`config.mk`:
```
export PLATFORM = sky130hd
export DESIGN_NAME = switch_conditioner
export DESIGN_NICKNAME = d
export VERILOG_FILES = /design/src/rtl/switch_cond_pkg.sv /design/src/rtl/switch_conditioner_debounce_ch.sv /design/src/rtl/switch_conditioner.sv
export SDC_FILE = /design/constraint.sdc
export NUM_CORES = 1
export LEC_CHECK = 0
export ABC_AREA = 1
export CAP_MARGIN = 20
export CORE_AREA = 5 5 103 105
export CTS_BUF_LIST = sky130_fd_sc_hd__clkbuf_8 sky130_fd_sc_hd__clkbuf_16
export CTS_CLUSTER_SIZE = 20
export DETAILED_ROUTE_END_ITERATION = 8
export DIE_AREA = 0 0 108 110
export HOLD_SLACK_MARGIN = 0.1
export MAX_ROUTING_LAYER = met4
export PLACE_DENSITY = 0.66
export SLEW_MARGIN = 20
export SYNTH_ARGS = -nofsm -noshare
export SYNTH_HDL_FRONTEND = slang
export SYNTH_SLANG_ARGS = --single-unit
```
`constraint.sdc`:
```
create_clock -name clk -period 2.05 [get_ports clk]
set_clock_uncertainty 0.1 [all_clocks]
set_input_delay 0.3075 -clock clk [delete_from_list [all_inputs] [get_ports clk]]
set_output_delay 0.3075 -clock clk [all_outputs]
set_load 0.02 [all_outputs]
```
`src/rtl/switch_cond_pkg.sv`:
```
// Shared types and defaults for the a/s/d switch conditioner.
// Channel indices map switch bits onto the logic block inputs.
package switch_cond_pkg;

  typedef enum logic {
    ST_STABLE,
    ST_COUNT
  } db_state_e;

  localparam int SYNC_STAGES_DEF     = 2;
  localparam int DEBOUNCE_CYCLES_DEF = 1_000_000;

  localparam int CH_A = 2;
  localparam int CH_S = 1;
  localparam int CH_D = 0;

  function automatic int cnt_width(input int cycles);
    return (cycles < 2) ? 1 : $clog2(cycles);
  endfunction

endpackage

```
`src/rtl/switch_conditioner_debounce_ch.sv`:
```
// One switch channel: synchronizer chain, qualification counter,
// debounce FSM and registered clean/rise/fall outputs.
module debounce_ch
  import switch_cond_pkg::*;
#(
  parameter int SYNC_STAGES     = SYNC_STAGES_DEF,
  parameter int DEBOUNCE_CYCLES = DEBOUNCE_CYCLES_DEF
) (
  input  logic clk,
  input  logic rst_n,
  input  logic raw_i,
  output logic clean_o,
  output logic rise_o,
  output logic fall_o
);

  localparam int CNT_W = cnt_width(DEBOUNCE_CYCLES);
  localparam logic [CNT_W-1:0] CNT_LAST =
    CNT_W'(DEBOUNCE_CYCLES - 1);
  localparam logic [CNT_W-1:0] CNT_ONE = CNT_W'(1);

  logic [SYNC_STAGES-1:0] sync_q;
  logic                   sync;

  db_state_e              state_q, state_d;
  logic [CNT_W-1:0]       cnt_q, cnt_d;
  logic                   clean_q, clean_d;
  logic                   rise_q, rise_d;
  logic                   fall_q, fall_d;

  // sync is the only view of raw_i the rest of the channel may use
  assign sync = sync_q[SYNC_STAGES-1];

  always_ff @(posedge clk or negedge rst_n) begin
    if (!rst_n) begin
      sync_q <= '0;
    end else begin
      sync_q <= {sync_q[SYNC_STAGES-2:0], raw_i};
    end
  end

  always_comb begin
    state_d = state_q;
    cnt_d   = cnt_q;
    clean_d = clean_q;
    rise_d  = 1'b0;
    fall_d  = 1'b0;
    unique case (state_q)
      ST_STABLE: begin
        if (sync != clean_q) begin
          state_d = ST_COUNT;
          cnt_d   = CNT_ONE;
        end
      end
      ST_COUNT: begin
        if (sync == clean_q) begin
          state_d = ST_STABLE;
          cnt_d   = '0;
        end else if (cnt_q == CNT_LAST) begin
          state_d = ST_STABLE;
          cnt_d   = '0;
          clean_d = sync;
          rise_d  = sync;
          fall_d  = ~sync;
        end else begin
          cnt_d = cnt_q + CNT_ONE;
        end
      end
    endcase
  end

  always_ff @(posedge clk or negedge rst_n) begin
    if (!rst_n) begin
      state_q <= ST_STABLE;
      cnt_q   <= '0;
      clean_q <= 1'b0;
      rise_q  <= 1'b0;
      fall_q  <= 1'b0;
    end else begin
      state_q <= state_d;
      cnt_q   <= cnt_d;
      clean_q <= clean_d;
      rise_q  <= rise_d;
      fall_q  <= fall_d;
    end
  end

  assign clean_o = clean_q;
  assign rise_o  = rise_q;
  assign fall_o  = fall_q;

endmodule

```
`src/rtl/switch_conditioner.sv`:
```
// Conditions raw board switches into clean a/s/d levels plus
// per-channel edge pulses; one independent debouncer per channel.
module switch_conditioner
  import switch_cond_pkg::*;
#(
  parameter int N_CH            = 3,
  parameter int SYNC_STAGES     = SYNC_STAGES_DEF,
  parameter int DEBOUNCE_CYCLES = DEBOUNCE_CYCLES_DEF
) (
  input  logic            clk,
  input  logic            rst_n,
  input  logic [N_CH-1:0] sw_raw,
  output logic [N_CH-1:0] sw_clean,
  output logic [N_CH-1:0] sw_rise,
  output logic [N_CH-1:0] sw_fall
);

  for (genvar i = 0; i < N_CH; i++) begin : g_ch
    debounce_ch #(
      .SYNC_STAGES    (SYNC_STAGES),
      .DEBOUNCE_CYCLES(DEBOUNCE_CYCLES)
    ) u_ch (
      .clk    (clk),
      .rst_n  (rst_n),
      .raw_i  (sw_raw[i]),
      .clean_o(sw_clean[i]),
      .rise_o (sw_rise[i]),
      .fall_o (sw_fall[i])
    );
  end

endmodule
```
* Word-level counts from Yosys, hierarchy flattened *
Index checks and enable logic that the tools add are counted.

storage, ports and cells
  bits in registers = 78
  input bits = 5
  output and inout bits = 9
  logic and storage cells = 87

operators by class
  add/sub/neg operators = 3
  eq/ne operators = 12
  muxes and demuxes = 42
  bitwise operators = 9
  reduce and logical (&&, ||, !) cells = 3

operators by type and width
  operator               number
  $mux 20                9
  $pmux 20 s2            3
  $add 20x1->20 const B  3
  $eq 20x20->1 const B   3
  $mux 1                 27
  $not 1->1              9
  $reduce_and 3->1       3
  $ne 2x1->1 const B     3
  $pmux 1 s2             3
  $eq 1x1->1             3
  $ne 1x1->1             3

* Depth between registers and ports, before layout *
  depth in word-level cells = 4
  depth in mapped cells = 9
  depth with buffers taken out = 9

* Cells and area by module *
A second synthesis with hierarchy kept.

unflattened totals
  cell total of the unflattened synthesis = 574
  area total of the unflattened synthesis = 4,634.4 sq um

modules (own cells, without submodules)
  module                           times used  cells an instance  area each (sq um)  seq. area each (sq um)
  debounce_ch at g_ch[1].u_ch ...  2           192                1,536.5            650.6
  debounce_ch at g_ch[0].u_ch      1           190                1,561.5            650.6

* Worst setup path before layout *
Ideal clock, no wire load.

  path kind = register to register
  from = register g_ch[1].u_ch.cnt_q[0]
  to = register g_ch[1].u_ch.cnt_q[10]
  library setup time = 0.129 ns
  arrival time = 1.265 ns
  data required time = 1.821 ns
  setup slack = 0.556 ns
  cell stages (with the launch flop) = 8
  path buffers = 1
  clock period less this slack = 1.494 ns
  path through = dfrtp_1 -> ha_1 -> nand2_2 -> nor3_4 -> nand3_4 -> nand2_4 -> buf_6 -> o22ai_1

between the ends
  longest elaborated chain between the ends = 4
  elaborated cells on any way between the ends = 5
  those cells by class = add/sub (1); eq/ne (1); mux (3)

RTL lines
  item                                           line                                                                        RTL
  from (decl)                                    switch_conditioner_debounce_ch.sv:26                                        logic [CNT_W-1:0] cnt_q, cnt_d;
  from (signal assigned)                         switch_conditioner_debounce_ch.sv:81                                        cnt_q <= cnt_d;
  $add 20x1->20 or $eq 20x20->1 (tied branches)  switch_conditioner_debounce_ch.sv:66, switch_conditioner_debounce_ch.sv:59
  $mux 20 *                                      switch_conditioner_debounce_ch.sv:59                                        end else if (cnt_q == CNT_LAST) begin
  $mux 20 *                                      switch_conditioner_debounce_ch.sv:56                                        if (sync == clean_q) begin
  $pmux 20 s2 *                                  switch_conditioner_debounce_ch.sv:48                                        unique case (state_q)

Every way passes the cells marked *; elsewhere a longest branch is shown, timed or not.
A chain may end at the register's enable or synchronous reset.

* Worst setup path after layout *
  from = register g_ch[2].u_ch.cnt_q[0]
  to = register g_ch[2].u_ch.cnt_q[13]

between the ends
  longest elaborated chain between the ends = 4
  elaborated cells on any way between the ends = 5
  those cells by class = add/sub (1); eq/ne (1); mux (3)

RTL lines
  item                                           line
  from (decl)                                    switch_conditioner_debounce_ch.sv:26
  from (signal assigned)                         switch_conditioner_debounce_ch.sv:81
  $add 20x1->20 or $eq 20x20->1 (tied branches)  switch_conditioner_debounce_ch.sv:66, switch_conditioner_debounce_ch.sv:59
  $mux 20 *                                      switch_conditioner_debounce_ch.sv:59
  $mux 20 *                                      switch_conditioner_debounce_ch.sv:56
  $pmux 20 s2 *                                  switch_conditioner_debounce_ch.sv:48

Marked as above.

==> run metrics <==
num rows=36; design area=0.00512 mm2; Port Buffers=13; Worst Path Max Fanout=13; Area growth syn-to-layout=8.91%; synthesized flop and latch total=78; final antenna-violating net count=0; Leak=2.26 nW; GP Congestion=0.849; final setup fails=0; sequential fraction of the synthesis area=0.415; DP HPWL=6.76 mm; most frequent cell after synthesis=nand2_1; arrival time at the worst endpoint=1.99 ns; syn nets=606; Placed Area=0.00491 mm2; Diodes inserted=0; ranking of synthesized cells by area=dfrtp_1 42%, nand2_1 12%, nand3_1 5.2%; Syn Inst Count=598; largest net degree at the start of global routing=50; TritonCTS Buffers=9; list of most frequent post-synthesis cells=156 x nand2_1, 78 x dfrtp_1, 65 x inv_1, 56 x nor2_1, 49 x nand3_1; I/O Pins=14; clock slew at reported path FFs=0.09 ns; Worst setup EP type=flop; Setup crit start kind=flop; first drt pass iteration count=5; Nets=618; syn avg cell area=7.86 um2; fill cell count=912; initial core utilization=0.492; DRT iter0 DRCs=213; Hold Fails Final Rpt=0; fin crit share=0.899; Post-synth EDFFs=0; CTS tree=built; Hold Path Class=reg -> reg; total global routing overflow=0; wire per inst=12.4 um; fin cells=748; top_reg_cell synth=dfrtp_1; status=finished, final reports clean; post-layout min period=1.84 ns; mapped cell area=0.00470 mm2; number of library cell types mapped by synthesis=35; Pins Over Slew Limit=0; Synth area leader=dfrtp_1; critical path class=reg -> reg; Clock Path Buffers=2; Synth warnings=0; Worst Tran Pin Value=0.524 ns; final WL=9.27 mm; core box area=0.00955 mm2; DRC viols=0; Clock Tree Root=clkbuf_8; setup_tns=0 ns; asr flop ratio synth=1.00; drt via density=5.02; Total Power=2.96 mW; Clock Latency Late Sink=0.36 ns; Max Cap Viol=0; Via Count=3,756; vias in the first global route=3,624; Chip Width=108 um; initial antenna violation count=0; Max VDD drop=0.253 mV; unrepaired setup endpoints after global routing=false; placed insts=731; GRT Util Overall=0.178; first-pass GRT wire length=16.5 mm; Worst slew margin=0.650; H-Tree Depth=3; Max Clk Rate=542 MHz; Power Dens Cells=579 mW/mm2; Num Clock Sinks=78; worst path required time=2.19 ns; share of the synthesized area in the top cell type=0.415; DIE AREA=0.0119 mm2; final hold slack=0.263 ns; share of post-route cells with drive strength above 1=0.169; Die Y=110 um
-- flip-flops by register name (all words and copies together) (netlist names) --
name,count
g_ch.u_ch.cnt_q,60
g_ch.u_ch.sync_q,6
g_ch.u_ch.clean_o,3
g_ch.u_ch.fall_o,3
g_ch.u_ch.rise_o,3
g_ch.u_ch.state_q,3
-- cell usage in the layout (no fill, tap or decap), types with 4 or more instances in the layout --
master / Yosys / final
a21oi_1: 13 / 13
buf_4: 9 / 5
clkbuf_8: 0 / 9
clkdlybuf4s50_1: 0 / 12
dfrtp_1: 78 / 78
inv_1: 65 / 65
inv_2: 11 / 11
nand2_1: 156 / 156
nand2_2: 7 / 7
nand2_4: 7 / 7
nand3_1: 49 / 49
nand3_2: 5 / 5
nand4_1: 10 / 10
nor2_1: 56 / 55
nor2_2: 8 / 9
nor2_4: 13 / 13
nor3_1: 8 / 8
o21ai_0: 14 / 14
o21ai_1: 4 / 4
o21ai_2: 18 / 18
o21bai_1: 4 / 4
o22ai_1: 13 / 13
xnor2_1: 4 / 4
xor2_1: 19 / 19
-- final timing paths --
check	startpoint	end	slack, ns	depth (start not counted)
max	g_ch[2].u_ch.cnt_q[0]$_DFFE_PN0P_	g_ch[2].u_ch.cnt_q[13]$_DFFE_PN0P_	0.21	8
min	g_ch[0].u_ch.sync_q[0]$_DFF_PN0_	g_ch[0].u_ch.sync_q[1]$_DFF_PN0_	0.26	0
max reg2reg	g_ch[2].u_ch.cnt_q[0]$_DFFE_PN0P_	g_ch[2].u_ch.cnt_q[13]$_DFFE_PN0P_	0.21	8
min reg2reg	g_ch[0].u_ch.sync_q[0]$_DFF_PN0_	g_ch[0].u_ch.sync_q[1]$_DFF_PN0_	0.26	0
max in group asynchronous	rst_n	g_ch[0].u_ch.cnt_q[4]$_DFFE_PN0P_	0.91	3
min in group asynchronous	rst_n	g_ch[2].u_ch.cnt_q[6]$_DFFE_PN0P_	0.33	2
-- through the flow --
stage / worst slack [ns] / utilization
2_1_floorplan: 0.556 / -
3_3_place_gp: 0.129 / 0.514
3_5_place_dp: 0.0517 / 0.514
4_1_cts: 0.0235 / 0.536
5_1_grt: 0.0590 / 0.536
6_report: 0.207 / 0.536
-- repair_timing --
item                                    in CTS  in global routing
setup buffers                                0                  0
gates resized for setup                      0                  1
endpoints found under the hold margin       29                  0
endpoints found under the setup margin       0                  7
hold buffers                                 1                  0
-- worst max-delay path, stage by stage, from the launching register on --
cell     delay (ns)
dfrtp_1        0.40
ha_1           0.20
nand3_1        0.18
nor2_4         0.17
nand3_2        0.18
nand2_4        0.24
inv_1          0.12
nand3_1        0.08
nand2_1        0.05
-- power by group --
part	total, mW	leakage, nW	switching (mW)	internal, mW
Sequential	1.59	1.06	0.0270	1.57
Combinational	0.195	1.10	0.130	0.0651
Clock	1.18	0.0996	0.608	0.567
Total	2.96	2.26	0.765	2.20
-- layout make-up --
| type | count | area (um2) | share of cell area |
|---|---|---|---|
| Multi-Input combinational cell | 425 | 2330 | 0.454 |
| Inverter | 77 | 292 | 0.0569 |
| Timing Repair Buffer | 19 | 188 | 0.0366 |
| Tap cell | 133 | 166 | 0.0325 |
| Sequential cell | 78 | 1950 | 0.381 |
| Clock buffer | 9 | 124 | 0.0242 |
| Clock inverter | 7 | 73.8 | 0.0144 |
-- cells by family (layout without fill, tap and decap cells) --
group           Yosys count  count (layout)  share of synthesized area
xor+xnor                 23              23                     0.0428
simple gates            331             331                      0.348
buf+inv                  95             112                     0.0907
compound gates           68              68                     0.0955
fa+ha+maj                 3               3                    0.00798
flops                    78              78                      0.415
-- metal layers --
metal / part of all wire / track usage / vias to the layer above
li1: - / - / 1925
met1: 0.48 / 0.237 / 1738
met2: 0.47 / 0.276 / 81
met3: 0.034 / 0.0280 / 12
met4: 0.016 / 0.0685 / 0
met5: 0 / - / -
Note: power is estimated with default switching activity, not from simulation.
